$ cat src/rtl/fetch_stage_pkg.sv
// ---------------------------------------------------------------------------
// fetch_stage_pkg
// Shared constants, types and helpers for the LA32R instruction-fetch stage.
//   RESET_PC_VAL  : first fetch address after reset
//   INST_NOP_VAL  : bubble encoding (andi r0,r0,0)
//   fetch_act_e   : per-edge action chosen by the fetch stage
//   align_pc()    : force a jump target onto a word boundary
//   next_pc()     : sequential successor, 32-bit modulo
// ---------------------------------------------------------------------------
package fetch_stage_pkg;

   localparam logic [31:0] RESET_PC_VAL = 32'h1C00_0000;
   localparam logic [31:0] INST_NOP_VAL = 32'h0340_0000;
   localparam int          INST_W       = 32;
   localparam int          DIN_LSB      = 15;

   // Encoded in priority order: reset beats redirect beats stall.
   typedef enum logic [1:0] {
      FETCH_RESET    = 2'd0,
      FETCH_REDIRECT = 2'd1,
      FETCH_STALL    = 2'd2,
      FETCH_ADVANCE  = 2'd3
   } fetch_act_e;

   function automatic logic [31:0] align_pc(input logic [31:0] addr);
      return {addr[31:2], 2'b00};
   endfunction

   // Wraps FFFF_FFFC -> 0000_0000 silently.
   function automatic logic [31:0] next_pc(input logic [31:0] addr);
      return addr + 32'd4;
   endfunction

endpackage

$ cat src/rtl/fetch_stage_skid_buf.sv
// ---------------------------------------------------------------------------
// fetch_skid_buf
// One-entry skid buffer for the IROM read data. The ROM has a fixed 1-cycle
// latency and cannot be paused, so the word returned during the first stall
// cycle must be parked here until decode accepts it.
// Ports:
//   clk        in   clock
//   capture    in   load rdata into the buffer (first stall cycle only)
//   clear      in   drop the buffered word (advance, redirect or reset)
//   rdata      in   IROM read data
//   skid_valid out  buffer holds a word
//   sel_inst   out  buffered word if held, otherwise live rdata
// ---------------------------------------------------------------------------
module fetch_skid_buf
   import fetch_stage_pkg::*;
(
   input  logic              clk,
   input  logic              capture,
   input  logic              clear,
   input  logic [INST_W-1:0] rdata,
   output logic              skid_valid,
   output logic [INST_W-1:0] sel_inst
);

   logic [INST_W-1:0] skid_inst;

   // clear doubles as the reset path: the parent asserts it on reset edges.
   always_ff @(posedge clk) begin
      if (clear) begin
         skid_valid <= 1'b0;
      end else if (capture) begin
         skid_valid <= 1'b1;
      end
   end

   always_ff @(posedge clk) begin
      if (!clear && capture) begin
         skid_inst <= rdata;
      end
   end

   assign sel_inst = skid_valid ? skid_inst : rdata;

endmodule

$ cat src/rtl/fetch_stage.sv
// ---------------------------------------------------------------------------
// fetch_stage
// LA32R instruction-fetch stage plus IF/ID pipeline register. Owns the PC,
// drives a synchronous-read IROM (1-cycle latency), absorbs decode stalls
// with a one-entry skid buffer and flushes on execute-stage redirects.
// Ports:
//   cpu_clk         in   clock
//   cpu_rst         in   synchronous active-high reset
//   irom_addr       out  byte address to IROM (the PC register)
//   irom_rdata      in   IROM data for last cycle's address
//   id_stall        in   decode cannot accept; hold IF/ID
//   redirect_valid  in   taken branch/jump from EX
//   redirect_pc     in   redirect target, low 2 bits ignored
//   id_valid        out  IF/ID holds a real instruction
//   id_pc           out  PC of id_inst
//   id_inst         out  instruction, INST_NOP when id_valid=0
//   id_din          out  id_inst[31:15] for the control unit
// ---------------------------------------------------------------------------
module fetch_stage
   import fetch_stage_pkg::*;
#(
   parameter logic [31:0] RESET_PC = RESET_PC_VAL,
   parameter logic [31:0] INST_NOP = INST_NOP_VAL
) (
   input  logic        cpu_clk,
   input  logic        cpu_rst,
   output logic [31:0] irom_addr,
   input  logic [31:0] irom_rdata,
   input  logic        id_stall,
   input  logic        redirect_valid,
   input  logic [31:0] redirect_pc,
   output logic        id_valid,
   output logic [31:0] id_pc,
   output logic [31:0] id_inst,
   output logic [16:0] id_din
);

   fetch_act_e        act;
   logic [31:0]       pc_p0;      // F1: address being presented to the ROM
   logic              vld_p1;     // F2: a request is in flight
   logic [31:0]       pc_p1;      // F2: address whose data is on irom_rdata
   logic              skid_valid;
   logic              skid_capture;
   logic              skid_clear;
   logic [31:0]       sel_inst;

   always_comb begin
      act = FETCH_ADVANCE;
      if (cpu_rst) begin
         act = FETCH_RESET;
      end else if (redirect_valid) begin
         act = FETCH_REDIRECT;
      end else if (id_stall) begin
         act = FETCH_STALL;
      end
   end

   // Capture only on the first stall cycle: after that irom_rdata reflects
   // the held PC, not pc_p1, and would overwrite the good word.
   assign skid_capture = (act == FETCH_STALL) && vld_p1 && !skid_valid;
   assign skid_clear   = (act != FETCH_STALL);

   fetch_skid_buf u_skid (
      .clk        (cpu_clk),
      .capture    (skid_capture),
      .clear      (skid_clear),
      .rdata      (irom_rdata),
      .skid_valid (skid_valid),
      .sel_inst   (sel_inst)
   );

   // ---- F1 -> F2 boundary ----
   always_ff @(posedge cpu_clk) begin
      unique case (act)
         FETCH_RESET: begin
            pc_p0  <= RESET_PC;
            vld_p1 <= 1'b0;
         end
         FETCH_REDIRECT: begin
            pc_p0  <= align_pc(redirect_pc);
            vld_p1 <= 1'b0;
         end
         FETCH_STALL: begin
         end
         FETCH_ADVANCE: begin
            pc_p0  <= next_pc(pc_p0);
            vld_p1 <= 1'b1;
            pc_p1  <= pc_p0;
         end
         default: begin
         end
      endcase
   end

   // ---- F2 -> ID boundary ----
   always_ff @(posedge cpu_clk) begin
      unique case (act)
         FETCH_RESET: begin
            id_valid <= 1'b0;
            id_pc    <= 32'd0;
            id_inst  <= INST_NOP;
         end
         FETCH_REDIRECT: begin
            id_valid <= 1'b0;
            id_inst  <= INST_NOP;
         end
         FETCH_STALL: begin
         end
         FETCH_ADVANCE: begin
            id_valid <= vld_p1;
            id_pc    <= pc_p1;
            id_inst  <= vld_p1 ? sel_inst : INST_NOP;
         end
         default: begin
         end
      endcase
   end

   assign irom_addr = pc_p0;
   assign id_din    = id_inst[31:DIN_LSB];

endmodule

$ cat config.mk
export PLATFORM = sky130hd
export DESIGN_NAME = fetch_stage
export DESIGN_NICKNAME = d
export VERILOG_FILES = /design/src/rtl/fetch_stage_pkg.sv /design/src/rtl/fetch_stage_skid_buf.sv /design/src/rtl/fetch_stage.sv
export SDC_FILE = /design/constraint.sdc
export NUM_CORES = 1
export LEC_CHECK = 0
export CORE_MARGIN = 3
export CORE_UTILIZATION = 48
export CTS_CLUSTER_DIAMETER = 80
export CTS_CLUSTER_SIZE = 28
export DETAILED_ROUTE_END_ITERATION = 12
export PLACE_DENSITY = 0.91
export SLEW_MARGIN = 20
export SYNTH_ARGS = -nofsm -noshare
export SYNTH_HDL_FRONTEND = slang
export SYNTH_SLANG_ARGS = --single-unit
$ cat constraint.sdc
create_clock -name cpu_clk -period 3.5 [get_ports cpu_clk]
set_clock_uncertainty 0.1 [all_clocks]
set_input_delay 0.7 -clock cpu_clk [delete_from_list [all_inputs] [get_ports cpu_clk]]
set_output_delay 0.7 -clock cpu_clk [all_outputs]
set_load 0.005 [all_outputs]
* After elaboration in Yosys (flattened, before gate mapping)
Cells that the tools add are included.
Widths: inputs -> output; s select.
** Word-level totals
- Memories :: 0
- Memory bits (read-only) :: 0
- RAM bits :: 0
- Register bits after elaboration :: 163
- Bits in latches :: 0
** Cells by class
- Multiply operators :: 0
- Bitwise operators :: 0
- Shift-type cells :: 0
- Multiplexer cells :: 10
- Eq/ne operators :: 4
- Order comparisons :: 0
- Add/sub/neg operators :: 1
- Reductions and logical operators :: 10
- Div/mod/pow operators :: 0
** Operators with widths (count)
- $pmux 32 s2 :: 2
- $pmux 32 s3 :: 1
- $mux 32 :: 2
- $add 32x3->32 const B :: 1
- $eq 2x2->1 const B :: 2
- $mux 2 :: 2
- $pmux 1 s2 :: 2
- $reduce_bool 2->1 :: 2
- $logic_and 1x1->1 :: 3
- $reduce_bool 3->1 :: 1
- $eq 2x1->1 const B :: 1
- $logic_not 1->1 :: 2
- $logic_not 2->1 :: 1
- $ne 2x2->1 const B :: 1
- $reduce_or 2->1 :: 1
- $mux 1 :: 1

* Depth between registers and ports, before layout
- Depth after elaboration :: 7
- Gate-level depth with buffers :: 9
- Depth with buffers taken out :: 7

* Hierarchy
A second synthesis with hierarchy kept.
** Second synthesis, totals
- Cell total of the unflattened synthesis :: 442
- Area total of the unflattened synthesis :: 6766.5 um^2
** Modules (own cells, without submodules)
- fetch_stage :: instances 1, sequential area each 3723.6 um^2, cells each 371, area an instance 5228.8 um^2
- fetch_skid_buf :: instances 1, sequential area each 980.9 um^2, cells each 71, area an instance 1537.7 um^2

* Least setup slack after synthesis
Ideal clock, no wire load.
- Path kind :: input to register
- From :: input port redirect_valid
- To :: register u_skid.skid_inst[0], enable pin
- Stages :: 5
- Path buffers :: 0
- Arrival :: 2437 ps
- Required time :: 2978 ps
- Slack :: 541 ps
- Path through :: inv_1 -> a21o_1 -> ha_1 -> nand2_1 -> nor2_1
** Between the ends
- Cells in the longest elaborated chain, start to end :: 6
- Elaborated cells between the ends (all ways) :: 8
** Ends and longest elaborated chain
- from (decl) :: line fetch_stage.sv:30 : input logic redirect_valid,
- $mux 2 (*) :: line fetch_stage.sv:51 : end else if (redirect_valid) begin
- $mux 2 (*) :: line fetch_stage.sv:49 : if (cpu_rst) begin
- $eq 2x2->1 :: line fetch_stage.sv:60 : assign skid_capture = (act == FETCH_STALL) && vld_p1 && !skid_valid;
- $logic_and 1x1->1 (2 in series) :: line fetch_stage.sv:60
- $logic_and 1x1->1 (*) :: line fetch_stage_skid_buf.sv:37 : if (!clear && capture) begin
- to (signal assigned) :: line fetch_stage_skid_buf.sv:38 : skid_inst <= rdata;
- to (decl) :: line fetch_stage_skid_buf.sv:25 : logic [INST_W-1:0] skid_inst;
Mark *: on every way between the ends. The rest lies on a longest branch, timed or not.
A chain may end at the register's enable or synchronous reset.

* Final worst setup path
- From :: input port redirect_valid
- To :: register pc_p0[24] (netlist: irom_addr[24]) (data pin)
** Between the ends
- Cells in the longest elaborated chain, start to end :: 4
- Elaborated cells between the ends (all ways) :: 6
** Ends and longest elaborated chain
- $mux 2 (*) :: line fetch_stage.sv:51
- $mux 2 (*) :: line fetch_stage.sv:49
- $eq 2x2->1, or another cell as far along :: line fetch_stage.sv:74 : unique case (act)
- $pmux 32 s3 (*) :: line fetch_stage.sv:74
- to (signal assigned) :: line fetch_stage.sv:80 : pc_p0 <= align_pc(redirect_pc);
- to (signal assigned) :: line fetch_stage.sv:86 : pc_p0 <= next_pc(pc_p0);
- to (decl) :: line fetch_stage.sv:39 : logic [31:0] pc_p0;
Marked as above.

==> flow_summary.ini <==
[synthesis]
yosys_warnings = 0
synth.distinct_cells = 33
synth-seq-cells = 157
synthArstFlopShare = 0
syn_inst = 451
synth_area_um2 = 6520
yosys_most_used_dff = edfxtp_1
synth-edff-count = 156
yosysTopAreaCell = edfxtp_1
yosysTopAreaCellShare = 0.7185
synth_top_cells_by_area = edfxtp_1 72%, mux2i_1 4.9%, and2_1 3.0%
yosysSeqAreaShare = 0.7216
syn_area_per_cell_um2 = 14.46

[finish]
synthToLayoutAreaGrowth_pct = 35.31
fin_cells = 801
nFillCells = 873
diodes = 0
nets = 689
drive_gt1_frac = 0.07154

[power_and_ir_drop]
power.share.combinational = 0.095
cellLeakagePower_nw = 3.022
p_per_area_nw_per_um2 = 480.3
power_switching_uw = 922.9
p_sw_frac = 0.2178
clkPwrFrac = 0.371
ir_drop_uv = 328.9
p_seq_frac = 0.533
power_mw = 4.237
p_int_mw = 3.314

[timing]
hold_viol = 0
fin_crit_sh = 0.7793
slew_viol_final = 0
fin_crit_ns = 2.728
clock.fmax_mhz = 366.6
setup_tns_ns = 0
worst_pin_slew_ns = 1.054
rsz0062_at_grt = no
setup_violations = 0
max-slew-margin-rel = 0.2970

[place]
dp_hpwl_um = 10160
dp.cells = 771
gp_congestion = 0.7954
port_buffers = 175

[global_routing]
grt.overflow.total = 0
grt_max_degree = 41
antenna_found_initial = 0
grt_use_total = 0.2004
grt_pass1_vias = 4249
grt_pass1_wl_um = 22380

[die]
dieArea_um2 = 15020
die_h_um = 122.5
io_pins = 182
initial_core_util = 0.5044
core_um2 = 12930
die_w_um = 122.5
std_cell_rows = 41

[clock_network]
path_clk_slew_ns = 0.07
clock_latency_ns = 0.42
cts_made_buffers = 17
post_cts_buffers = 0
htreeDepth = 4
cts.repair.resized = 0
cts_buffer_depth = 2
cts_tree = built
cts-root-buf = clkbuf_16
cts.sinks = 157
ctsHoldBuffers = 0

[route]
routed_via_density = 5.217
drtIter0Drc = 274
postRouteAntennaNets = 0
drt-pass1-iter-count = 5
totalWireLength_um = 14700
vias = 4179
wl_per_cell_um = 18.35
post-route-drc-count = 0

[outcome]
outcome = complete, no violations

[worst_setup_path]
cp.required_ns = 3.61
crit_path_start_kind = input pin
worstPathArrival_ns = 2.83
cp_max_fo = 27
end_kind = flip-flop
worstSetupPathType = in2reg

[min_path]
worstHoldPathType = reg2reg

[job]
maxCapViolCount = 0
## worst max-delay path, stage by stage
cell and delay [ns]:
clkdlybuf4s50_1 0.47, inv_1 0.06, a21o_1 0.17, inv_1 0.06, ha_2 0.45, inv_1 0.46, o21ai_0 0.44
## flip-flops by register name (all words and copies together) (netlist names)
signal             cells
vld_p1                 1
id_valid               1
id_pc                 30
irom_addr             30
u_skid.skid_inst      32
u_skid.skid_valid      1
pc_p1                 30
id_inst               32
## worst paths after layout
kind	endpoint	slack, ns	from	depth (start not counted)
worst min register to register	id_pc[19]$_SDFFCE_PN0P_	0.42	pc_p1[19]$_DFFE_PP_	1
worst min-delay path	id_pc[19]$_SDFFCE_PN0P_	0.42	pc_p1[19]$_DFFE_PP_	1
worst max register to register	irom_addr[29]$_SDFFCE_PN0P_	1.09	irom_addr[11]$_SDFFCE_PN0P_	5
worst max-delay path	irom_addr[24]$_SDFFCE_PN0P_	0.77	redirect_valid	7
## power groups by stage
stage          combinational (mW)  clock (mW)  sequential [mW]
5_1_grt                     0.436        1.68             2.27
4_1_cts                     0.409        1.59             2.26
3_5_place_dp                0.405           0             2.30
2_1_floorplan               0.125           0             2.28
3_3_place_gp                0.394           0             2.29
6_report                    0.404        1.57             2.26
## synthesized netlist by cell type (3+ instances only)
library cell,instances
a21oi_1,3
a22o_1,3
and2_1,31
buf_2,3
buf_4,21
clkbuf_1,14
edfxtp_1,156
ha_1,3
inv_1,9
mux2i_1,32
nand2_1,38
nand3_1,8
nand4_1,7
nor2_1,42
nor3_1,7
nor4_1,4
o21ai_0,25
xnor2_1,22
xor2_1,6
## per-layer routing
layer | track usage | vias up | routed length, um
li1 | - | 1929 | -
met1 | 0.2367 | 2001 | 5713
met2 | 0.3284 | 220 | 7255
met3 | 0.07143 | 29 | 1353
met4 | 0.09447 | 0 | 380
met5 | 0 | - | 0
## final cells by class
type	count	area, um^2	share of cell area
Sequential cell	157	4706	0.5334
Timing Repair Buffer	185	1827	0.2071
Multi-Input combinational cell	248	1553	0.1760
Clock buffer	19	432.9	0.04907
Tap cell	172	215.2	0.02439
Clock inverter	11	55.05	0.006240
Inverter	9	33.78	0.003829
## cells in the final DEF (no fill, tap or decap), types with 2 or more instances in the layout
master and instances:
nor4_1 4, conb_1 4, inv_1 8, nand3_1 8, nand4_1 7, nor4_4 2
clkinvlp_4 2, ha_1 2, nor3_1 7, clkinv_1 4, nand2_1 38, mux2i_1 32
clkbuf_16 17, a22o_1 3, o21ai_1 2, nor2_2 2, and2_1 31, xnor2_1 22
o21ai_0 25, nor2_1 40, edfxtp_1 156, clkinv_2 5, clkbuf_1 2, clkdlybuf4s50_1 175
buf_4 10, a21oi_1 3, xor2_1 6
## logic make-up (layout without fill, tap and decap cells)
family	after synthesis	after routing	synth area share
adders and majority gates	3	3	0.005758
AOI/OAI and AO/OA	34	34	0.02821
and+or+nand+nor	147	147	0.1140
buffers and inverters	49	224	0.04318
DFF	157	157	0.7216
xor gates and xnor gates	28	28	0.03761
muxes	32	32	0.04913
other	1	4	0.0005752
## metrics by stage
step	cell area (um^2)	setup slack [ns]	hold slack, ns	utilization
after CTS	8822	0.8225	0.4231	0.6824
final	8822	0.7724	0.4217	0.6824
after global placement	8334	0.6176	0.3953	0.6447
after global routing	8822	0.6875	0.4418	0.6824
after floorplan	6531	0.5413	0.3764	-
after detailed placement	8334	0.5105	0.4091	0.6447
No activity file was read; power rests on OpenSTA's default activity.
